==> src/rtl/tag_sort_pkg.sv <==
// rtl/tag_sort_pkg.sv - shared constants and encodings for the tag sorter control path
package tag_sort_pkg;

    localparam int TAG_W      = 12;
    localparam int NUM_STAGES = 3;

    localparam logic OP_INS = 1'b0;
    localparam logic OP_DEL = 1'b1;

    typedef enum logic {
        ST_RUN   = 1'b0,
        ST_DRAIN = 1'b1
    } state_t;

endpackage

==> src/rtl/tag_sort_vld_pipe.sv <==
// rtl/tag_sort_vld_pipe.sv - per-stage valid/op shift register with downstream hold
module tag_sort_vld_pipe #(
    parameter int NUM_STAGES = 3
) (
    input  logic                  clk,
    input  logic                  rst,
    input  logic                  hold,
    input  logic                  issue,
    input  logic                  issue_op,
    output logic [NUM_STAGES-1:0] stage_vld,
    output logic [NUM_STAGES-1:0] stage_op,
    output logic [NUM_STAGES-1:1] stage_ena_hi
);

    // Advance valid/op one stage per unfrozen cycle; op is forced low on empty stages
    always_ff @(posedge clk) begin
        if (rst) begin
            stage_vld <= '0;
            stage_op  <= '0;
        end else if (!hold) begin
            stage_vld <= {stage_vld[NUM_STAGES-2:0], issue};
            stage_op  <= {stage_op[NUM_STAGES-2:0] & stage_vld[NUM_STAGES-2:0],
                          issue & issue_op};
        end
    end

    assign stage_ena_hi = {(NUM_STAGES-1){~hold}} & stage_vld[NUM_STAGES-2:0];

endmodule

==> src/rtl/tag_sort_pipe_ctrl.sv <==
// rtl/tag_sort_pipe_ctrl.sv - insert/delete-min arbiter, drain FSM and occupancy counter
module tag_sort_pipe_ctrl
    import tag_sort_pkg::*;
#(
    parameter int TAG_W      = tag_sort_pkg::TAG_W,
    parameter int NUM_STAGES = tag_sort_pkg::NUM_STAGES,
    parameter int CAP        = 64,
    parameter int CNT_W      = 7
) (
    input  logic                  clk,
    input  logic                  rst,
    input  logic                  hold,
    input  logic                  ins_valid,
    input  logic [TAG_W-1:0]      ins_tag,
    output logic                  ins_ready,
    input  logic                  del_req,
    output logic                  del_ack,
    output logic [TAG_W-1:0]      del_tag,
    input  logic [TAG_W-1:0]      min_tag_in,
    output logic [TAG_W-1:0]      issue_tag,
    output logic [NUM_STAGES-1:0] stage_ena,
    output logic [NUM_STAGES-1:0] stage_vld,
    output logic [NUM_STAGES-1:0] stage_op,
    output logic [CNT_W-1:0]      count,
    output logic                  empty,
    output logic                  full
);

    state_t                state;
    state_t                state_nxt;
    logic                  pri_del;
    logic                  issue_ins;
    logic                  issue_del;
    logic                  issue;
    logic                  pipe_empty;
    logic                  del_elig;
    logic [NUM_STAGES-1:1] stage_ena_hi;

    assign empty      = (count == '0);
    assign full       = (count == CNT_W'(CAP));
    assign pipe_empty = ~|stage_vld;
    assign del_elig   = del_req & ~empty;
    assign issue      = issue_ins | issue_del;
    assign issue_tag  = issue_del ? min_tag_in : ins_tag;
    assign stage_ena  = {stage_ena_hi, issue};

    // Arbitration and next-state: a delete never enters behind live ops, it drains first
    always_comb begin
        state_nxt = state;
        issue_ins = 1'b0;
        issue_del = 1'b0;
        ins_ready = 1'b0;
        case (state)
            ST_RUN: begin
                ins_ready = ~hold & ~full & ~(del_elig & pri_del);
                if (ins_valid && ins_ready) begin
                    issue_ins = 1'b1;
                end else if (!hold && del_elig) begin
                    if (pipe_empty) begin
                        issue_del = 1'b1;
                    end else begin
                        state_nxt = ST_DRAIN;
                    end
                end
            end
            ST_DRAIN: begin
                if (pipe_empty && !hold) begin
                    issue_del = 1'b1;
                    state_nxt = ST_RUN;
                end
            end
            default: state_nxt = ST_RUN;
        endcase
    end

    // FSM state register
    always_ff @(posedge clk) begin
        if (rst) begin
            state <= ST_RUN;
        end else begin
            state <= state_nxt;
        end
    end

    // Fairness bit flips on every issue; occupancy moves by one per issue
    always_ff @(posedge clk) begin
        if (rst) begin
            pri_del <= 1'b0;
            count   <= '0;
        end else begin
            if (issue) begin
                pri_del <= ~pri_del;
            end
            if (issue_ins) begin
                count <= count + CNT_W'(1);
            end else if (issue_del) begin
                count <= count - CNT_W'(1);
            end
        end
    end

    // Delete completion is reported the cycle after issue, independent of hold
    always_ff @(posedge clk) begin
        if (rst) begin
            del_ack <= 1'b0;
            del_tag <= '0;
        end else begin
            del_ack <= issue_del;
            if (issue_del) begin
                del_tag <= min_tag_in;
            end
        end
    end

    tag_sort_vld_pipe #(
        .NUM_STAGES(NUM_STAGES)
    ) u_vld_pipe (
        .clk         (clk),
        .rst         (rst),
        .hold        (hold),
        .issue       (issue),
        .issue_op    (issue_del ? OP_DEL : OP_INS),
        .stage_vld   (stage_vld),
        .stage_op    (stage_op),
        .stage_ena_hi(stage_ena_hi)
    );

endmodule

==> config.mk <==
export PLATFORM = sky130hd
export DESIGN_NAME = tag_sort_pipe_ctrl
export DESIGN_NICKNAME = d
export VERILOG_FILES = /design/src/rtl/tag_sort_pkg.sv /design/src/rtl/tag_sort_vld_pipe.sv /design/src/rtl/tag_sort_pipe_ctrl.sv
export SDC_FILE = /design/constraint.sdc
export NUM_CORES = 1
export LEC_CHECK = 0
export ABC_CLOCK_PERIOD_IN_PS = 3300
export BUFFER_PORTS_ARGS = -buffer_cell sky130_fd_sc_hd__clkbuf_2
export CORE_MARGIN = 5
export CORE_UTILIZATION = 45
export CTS_CLUSTER_DIAMETER = 80
export DETAILED_ROUTE_END_ITERATION = 10
export GPL_ROUTABILITY_DRIVEN = 0
export GPL_TIMING_DRIVEN = 0
export PLACE_DENSITY = 0.79
export SETUP_SLACK_MARGIN = 0.3
export SLEW_MARGIN = 20
export SYNTH_ARGS = -nofsm -noshare
export SYNTH_HDL_FRONTEND = slang
export SYNTH_SLANG_ARGS = --single-unit
==> constraint.sdc <==
create_clock -name clk -period 3.3 [get_ports clk]
set_input_delay 0.165 -clock clk [delete_from_list [all_inputs] [get_ports clk]]
set_output_delay 0.165 -clock clk [all_outputs]
set_load 0.02 [all_outputs]
* Word level (Yosys, flattened, before mapping)
Cells that the tools add are included.
** Word-level totals
- Register bits after elaboration :: 28
- Input port bits :: 29
- Output and inout bits :: 44
- Logic and storage cells :: 49
** Operators by class
- Add/subtract/negate cells :: 2
- Equality and inequality tests :: 1
- Multiplexer cells :: 17
- Bitwise logic cells :: 14
- Reduce and logical (&&, ||, !) cells :: 8
** Operators with widths (number)
- 2-to-1 mux 7 bit :: 2
- 2-to-1 mux 1 bit :: 12
- 2-to-1 mux 12 bit :: 1
- adder 7 x 1 -> 7 bit (second input constant) :: 1
- equality test 7 bit (second input constant) :: 1
- logical NOT 7 bit :: 1
- subtractor 7 x 1 -> 7 bit (second input constant) :: 1
- inverter 1 bit :: 6
- bitwise AND 1 bit :: 5
- bitwise AND 2 bit :: 2
- case mux 1 bit (2 select lines) :: 2
- logical AND 1 bit :: 3
- OR reduction 3 bit :: 1
- logical NOT 1 bit :: 2
- nonzero test 2 bit :: 1
- bitwise OR 1 bit :: 1

* Logic depth before layout (Yosys ltp)
Gate-level depths: netlist of run 1.
- Depth after elaboration :: 11
- Depth in mapped cells :: 10
- Depth with buffers taken out :: 10

* Modules after synthesis
A second synthesis of run 1 with hierarchy kept.
** Unflattened totals
- Cell total of the unflattened synthesis :: 173
- Area total of the unflattened synthesis :: 1615.3 um2
** Modules (own cells, without submodules)
- tag_sort_pipe_ctrl :: instances 1, cells each 149, area an instance 1376.3 um2, seq. area each 440.4 um2
- tag_sort_vld_pipe :: instances 1, cells each 24, area an instance 239.0 um2, seq. area each 120.1 um2

* Worst setup path after synthesis of run 1
OpenSTA, ideal clock, no wires.
- Path kind :: reg2reg
- From :: register count[0]
- To :: register count[5]
- Setup time :: 0.071 ns
- Data arrival time :: 2.994 ns
- Required time :: 3.229 ns
- Path slack :: 0.235 ns
- Cell stages (with the launch flop) :: 11
- Buffers on the path :: 0
- Period minus slack after synthesis :: 3.065 ns
- Path through :: dfxtp_1 nor4_4 and3_1 nor4b_4 inv_4 ha_1 o21ai_0 or4b_2 o2111ai_1 o21ai_0 a21oi_1
** Between the ends
- Elaborated cells between the ends (all ways) :: 21
- Those cells by class :: add/sub: 2; eq/ne: 1; mux: 7; bitwise: 7; reduce/logical: 4
** RTL lines
- start: declaration :: RTL line tag_sort_pipe_ctrl.sv:24 : output logic [CNT_W-1:0] count,
- start signal: assignment :: RTL line tag_sort_pipe_ctrl.sv:95 : count <= count + CNT_W'(1);
- start signal: assignment :: RTL line tag_sort_pipe_ctrl.sv:97 : count <= count - CNT_W'(1);
- equality test 7 bit * :: RTL line tag_sort_pipe_ctrl.sv:40 : assign full = (count == CNT_W'(CAP));
- named net full :: RTL line tag_sort_pipe_ctrl.sv:26 : output logic full
- inverter 1 bit * :: RTL line tag_sort_pipe_ctrl.sv:55 : ins_ready = ~hold & ~full & ~(del_elig & pri_del);
- bitwise AND 1 bit * (2 in series) :: RTL line tag_sort_pipe_ctrl.sv:55
- logical AND 1 bit * :: RTL line tag_sort_pipe_ctrl.sv:56 : if (ins_valid && ins_ready) begin
- 2-to-1 mux 1 bit :: RTL line tag_sort_pipe_ctrl.sv:56
- case mux 1 bit (2 select lines) / 2-to-1 mux 1 bit (equally long branches) :: RTL line tag_sort_pipe_ctrl.sv:53 : case (state)
- nonzero test 2 bit (no source line) / 2-to-1 mux 7 bit (equally long branches)
Mark *: on every way through the listed nets, which the timed path passes. The rest lies on a longest branch. The select of a mux whose other input is x is not followed.
A chain may end at the register's enable or synchronous reset.

* Worst setup path after layout of run 1
- From :: register count[3]
- To :: register count[5]
** Between the ends
- Word-level cells in the longest chain between the ends :: 10
- Elaborated cells between the ends (all ways) :: 21
- Those cells by class :: add/sub: 2; eq/ne: 1; mux: 7; bitwise: 7; reduce/logical: 4
** Ends and longest elaborated chain
- logical NOT 7 bit :: RTL line tag_sort_pipe_ctrl.sv:39 : assign empty = (count == '0);
- inverter 1 bit :: RTL line tag_sort_pipe_ctrl.sv:42 : assign del_elig = del_req & ~empty;
- bitwise AND 1 bit :: RTL line tag_sort_pipe_ctrl.sv:42
- bitwise AND 1 bit :: RTL line tag_sort_pipe_ctrl.sv:55
- inverter 1 bit :: RTL line tag_sort_pipe_ctrl.sv:55
- bitwise AND 1 bit :: RTL line tag_sort_pipe_ctrl.sv:55
- logical AND 1 bit :: RTL line tag_sort_pipe_ctrl.sv:56
- 2-to-1 mux 1 bit :: RTL line tag_sort_pipe_ctrl.sv:56
- case mux 1 bit (2 select lines) / 2-to-1 mux 1 bit (equally long branches) :: RTL line tag_sort_pipe_ctrl.sv:53
- nonzero test 2 bit (no source line) / 2-to-1 mux 7 bit (equally long branches)
Several ways; a longest one is shown, not always the timed one. The select of a mux whose other input is x is not followed.

==> results of run 1 <==
==> power by group through the flow <==
stage / sequential [uW] / clock [uW] / combinational [uW]
floorplan: 593 / 0 / 686
global placement: 519 / 0 / 1040
detailed placement: 524 / 0 / 1060
CTS: 521 / 140 / 1100
global route: 540 / 152 / 1310
finish: 526 / 136 / 1200
==> cell families after synthesis <==
logic type               after synthesis  synth area share
AND/OR/NAND/NOR                       87            0.2837
AO/OA/AOI/OAI                         51            0.2083
flip-flops                            28            0.3793
buffers and inverters                 15           0.04825
adder cells (fa/ha/maj)                6           0.05589
XOR/XNOR                               3           0.01778
multiplexers                           1          0.006774
==> routing by layer <==
| metal | routed length [um] | GRT usage | part of all wire | vias up |
|---|---|---|---|---|
| met5 | 0 | 0 | 0 | - |
| met4 | 27 | 0.03797 | 0.0062 | 0 |
| met3 | 270 | 0.03993 | 0.062 | 2 |
| met2 | 2163 | 0.3362 | 0.50 | 53 |
| met1 | 1859 | 0.2272 | 0.43 | 744 |
| li1 | - | - | - | 837 |
==> sequential cells by signal, summed over array words and instances (netlist names) <==
signal,flops
pri_del,1
u_vld_pipe.stage_vld,3
del_ack,1
count,7
u_vld_pipe.stage_op,3
state,1
del_tag,12
==> final timing paths <==
path	startpoint	endpoint	slack, ns	cells past startpoint
max	count[3]	count[5]	0.39	10
min	min_tag_in[10]	del_tag[10]	0.08	3
max reg2reg	count[3]	count[5]	0.39	10
min reg2reg	del_tag[7]	del_tag[7]	0.46	2
==> through the flow <==
stage | util | cell area, um^2
3_5_place_dp | 0.6109 | 1896
2_1_floorplan | - | 1480
5_1_grt | 0.6565 | 2037
4_1_cts | 0.6310 | 1958
6_report | 0.6565 | 2037
3_3_place_gp | 0.6109 | 1896
==> synth_stat cells (2+ instances only) <==
master	instances	area share
a211oi_1	5	0.025
o21ai_0	8	0.027
a21o_1	2	0.010
nor2b_1	2	0.0085
buf_2	3	0.010
a21boi_0	2	0.010
nand3_1	4	0.014
xnor2_1	3	0.018
or4b_2	2	0.014
clkbuf_1	4	0.010
a31oi_1	2	0.0085
or4_1	2	0.010
nor2_1	9	0.023
a21oi_1	23	0.078
nor4_1	2	0.0085
nand2_1	54	0.14
nor3_1	5	0.017
ha_1	5	0.042
buf_4	2	0.010
dfxtp_1	28	0.38
a22oi_1	2	0.010
inv_1	4	0.010
a2111oi_0	2	0.012
o211ai_1	2	0.010
==> cell type report <==
type / instances / area share
Buffer: 10 / 0.02457
Tap cell: 44 / 0.02703
Clock buffer: 3 / 0.01106
Timing Repair inverter: 1 / 0.002457
Multi-Input combinational cell: 148 / 0.4373
Sequential cell: 28 / 0.2826
Timing Repair Buffer: 78 / 0.1990
Inverter: 5 / 0.01597
==> critical path: cells and delay by family, from the launching register on <==
| family | cells | cell delay, ns |
|---|---|---|
| DFF | 1 | 0.39 |
| buffers and inverters | 1 | 0.27 |
| and+or+nand+nor | 3 | 1.29 |
| AOI/OAI and AO/OA | 5 | 0.61 |
| adders and majority gates | 1 | 0.30 |
==> timing repair <==
action	CTS	global route
cloned	0	1
endpoints found under the setup margin	2	10
pin swaps	2	3
gates resized for setup	8	12
setup buffers	1	5
==> impl_metrics.ini, run 1 <==
[synth]
syn-instance-count = 191
ys_seq_elements = 28
ys_seq_area_frac = 0.3793
postSynthAreaPerCell_um2 = 7.736
yosysWarnings = 0
synth-edff-count = 0
synth_fp_nets = 226
ys.flop_type = dfxtp_1
synthesis.area_um2 = 1478
async_reset_ff_frac = 0
yosysUniqueCellTypes = 38

[worst_setup_path]
crit_type = reg2reg
critPathMaxStageDelay_ns = 0.66
arrival_ns = 3.16
worstPathRequired_ns = 3.55
crit_fanout = 6
startpoint_type = flip-flop
cp_slowest_cell = or4b_2
endpoint_kind = flip-flop
worstPathCellList = nor4_4 -> a21oi_2 -> nor4b_4 -> bufinv_8 -> ha_1 -> a211oi_1 -> or4b_2 -> o2111ai_1 -> o21ai_1 -> a21oi_1

[sta]
drv_slew = 0
worst_pin_slew_ns = 0.7438
fmax_mhz = 343.9
finalSetupViolations = 0
finalCritPeriodShare = 0.8811
slew-limit-headroom = 0.4913
fin_ws_ns = 0.3923
rsz0062_at_grt = yes
fin_tns_setup_ns = 0
hold_viol_final = 0
hold_slack_ns = 0.07527
fin_crit_ns = 2.908
finClkSkew_ns = 0.003709

[die]
coreArea_um2 = 3103
rows = 20
fp.dieH_um = 67.31
initial_core_util = 0.4762
die-area_um2 = 4530
ioPinCount = 73
die_w_um = 67.31

[global_route]
grt_pass1_vias = 1453
grt_pass1_wl_um = 6658
grtUsageTotal = 0.1867
grt_max_degree = 16
antenna_found_initial = 0
grt_overflow = 0

[power]
seq_power_share = 0.283
power.density_nw_per_um2 = 911.9
power_switching_uw = 886.9
p_clk_frac = 0.073
power_leakage_uw = 0.0009736
p_int_uw = 970.6
ir_drop_mv = 0.5420
p_comb_frac = 0.643
total_power_uw = 1858
power.share.switching = 0.4775

[drt]
drt_pass1_iterations = 4
vias = 1636
wire_per_inst_um = 13.63
routed_via_density = 5.161
drtAntennaViolNets = 0
drc = 0
routed_wl_um = 4321
drtIter0Drc = 85

[clock_network]
cts.htree.levels = 1
cts_tree = built
clockBufferDepth = 2
cts_root_buf = clkbuf_4
clk_pin_slew_worst_paths_ns = 0.14
clock_latency_ns = 0.32
cts_hold_buf = 0
cts_inserted_buffers = 3
cts.sinks = 28

[placement]
dp_worst_setup_slack_ns = 0.06789
place_inst = 307
dp.final_hpwl_um = 3260
portBuffers = 72

[final_layout]
final_common_cell = clkbuf_2
multi_input_area_um2 = 890.9
drive_gt1_frac = 0.3883
fillCellCount = 293
area_delta_synth_final_pct = 37.85
finalNetCount = 310
layout.cells.most_common_list = clkbuf_2, nand2_1, a21oi_1, dfxtp_1, nor2_1
seq_area_um2 = 575.6
insertedDiodeCount = 0
finalNonFillerCells = 317

[min_path]
hp-class = in2reg

[job]
drv_cap = 0

[status]
status = finished, final reports clean
Note: power is estimated with default switching activity, not from simulation.
==> run 2: changes to the inputs <==
HOLD_SLACK_MARGIN = 0.1   (was not set)
==> impl_metrics.ini, run 2 (synthesis gave the netlist of run 1 again) <==
[status]
status = finished, final reports clean

[power]
ir_drop_mv = 0.5418
seq_power_share = 0.281
p_int_uw = 979.0
power_switching_uw = 890.9
power_leakage_uw = 0.001020
p_clk_frac = 0.073
power.share.switching = 0.4764
p_comb_frac = 0.646
power.density_nw_per_um2 = 870.9

[clock_network]
cts.sinks = 28
clock_latency_ns = 0.32
cts_root_buf = clkbuf_4
cts.htree.levels = 1
clk_pin_slew_worst_paths_ns = 0.14
cts_inserted_buffers = 3
clockBufferDepth = 2
cts_tree = built

[worst_setup_path]
crit_type = reg2reg
crit_fanout = 6
setup.worst_path.end = count[5]
cp_num_cells = 10
cp_top_family = simple AND/OR/NAND/NOR gates
startpoint_type = flip-flop
arrival_ns = 3.16
cp_slowest_cell = or4b_2
endpoint_kind = flip-flop
ff2ff_path_depth = 10
crit-reg2reg-launch = count[3]
worstPathRequired_ns = 3.56
worstPathCellList = nor4_4 -> a21oi_2 -> nor4b_4 -> bufinv_8 -> ha_1 -> a211oi_1 -> or4b_2 -> o2111ai_1 -> o21ai_1 -> a21oi_1
worstReg2RegEnd = count[5]
crit_buf_inv = 1
cp-startpoint = count[3]
ff2ff_setup_slack_ns = 0.39
critPathMaxStageDelay_ns = 0.66

[placement]
portBuffers = 72
placed_area_um2 = 1896
dp.final_hpwl_um = 3260

[sta]
hold_viol_final = 0
finalSetupViolations = 0
fmax_mhz = 343.9
slew-limit-headroom = 0.4913
finClkSkew_ns = 0.001422
finalCritPeriodShare = 0.8812
rsz0062_at_grt = yes
fin_crit_ns = 2.908
drv_slew = 0
worst_pin_slew_ns = 0.7438
fin_tns_setup_ns = 0

[final_layout]
fillCellCount = 277
max_flop_register = del_tag
final_common_cell = clkbuf_2
insertedDiodeCount = 0
multi_input_area_um2 = 890.9
area_delta_synth_final_pct = 45.30
largest_reg_flops = 12
drive_gt1_frac = 0.3732
layout.cells.most_common_list = clkbuf_2, nand2_1, a21oi_1, dfxtp_1, dlygate4sd3_1
finalNetCount = 321
design_area_um2 = 2147
largestRegisters = del_tag x12, count x7
seq_area_um2 = 575.6

[die]
die_w_um = 67.31
initial_core_util = 0.4762
rows = 20
fp.dieH_um = 67.31
ioPinCount = 73
coreArea_um2 = 3103
die-area_um2 = 4530

[global_route]
grt_pass1_wl_um = 7010
grt_pass1_vias = 1578
antenna_found_initial = 0
grtUsageTotal = 0.1971
grt_overflow = 0
grt_max_degree = 16

[min_path]
hp-class = in2reg

[drt]
routed_via_density = 5.192
drtAntennaViolNets = 0
wire_per_inst_um = 13.87
routed_wl_um = 4550
drc = 0
drt_pass1_iterations = 4
drtIter0Drc = 83
vias = 1703

[job]
drv_cap = 0
run 2: worst reg2reg max path, stage by stage, from the launching register on:
cell and delay [ns]:
dfxtp_4 0.39, nor4_4 0.32, a21oi_2 0.13, nor4b_4 0.31
bufinv_8 0.27, ha_1 0.30, a211oi_1 0.11, or4b_2 0.66
o2111ai_1 0.13, o21ai_1 0.10, a21oi_1 0.14
run 2: what timing repair did:
| item | 4_1_cts | 5_1_grt |
|---|---|---|
| gates cloned | 0 | 1 |
| setup endpoints to repair | 2 | 8 |
| resized for setup | 8 | 12 |
| endpoints found under the hold margin | 11 | 0 |
| pin swaps | 2 | 3 |
| hold buffers | 11 | 0 |
| buffers inserted | 1 | 5 |
run 2: worst min path at each step:
stage / from / end / slack [ns] / cells past startpoint
finish: min_tag_in[0] / del_tag[0] / 0.12 / 3
global route: min_tag_in[0] / del_tag[0] / 0.13 / 3
CTS: min_tag_in[0] / del_tag[0] / 0.12 / 3
detailed placement: min_tag_in[10] / del_tag[10] / 0.42 / 3
global placement: min_tag_in[10] / del_tag[10] / 0.42 / 3
floorplan: min_tag_in[10] / del_tag[10] / 0.32 / 2
run 2: final cells by class:
| cell class | instances | share of cell area |
|---|---|---|
| buffer | 10 | 0.02331 |
| timing repair buffer | 89 | 0.2401 |
| multi-input combinational | 148 | 0.4149 |
| clock buffer | 3 | 0.01049 |
| inverter | 5 | 0.01515 |
| tap | 44 | 0.02564 |
| sequential | 28 | 0.2681 |
| timing repair inverter | 1 | 0.002331 |
run 2: power groups by stage:
stage / registers (uW) / logic [uW] / clock network (uW)
5_1_grt: 540 / 1320 / 152
6_report: 525 / 1210 / 137
4_1_cts: 521 / 1110 / 140
3_3_place_gp: 519 / 1040 / 0
2_1_floorplan: 593 / 686 / 0
3_5_place_dp: 524 / 1060 / 0
run 2: per-layer routing:
layer / routed length [um] / global-route usage / vias to the layer above
li1: - / - / 860
met1: 1919 / 0.2282 / 774
met2: 2272 / 0.3571 / 65
met3: 306 / 0.04992 / 4
met4: 51 / 0.05316 / 0
met5: 0 / 0 / -
run 2: through the flow:
step           hold slack (ns)  utilization  cells  total power (uW)  setup slack [ns]
3_5_place_dp            0.4243       0.6109    307              1586           0.06789
4_1_cts                 0.1208       0.6665    322              1774            0.3292
5_1_grt                 0.1310       0.6919    328              2012            0.2836
3_3_place_gp            0.4208       0.6109    307              1564           0.09307
6_report                0.1176       0.6919    328              1870            0.3919
2_1_floorplan           0.3231            -    191              1279            0.3085
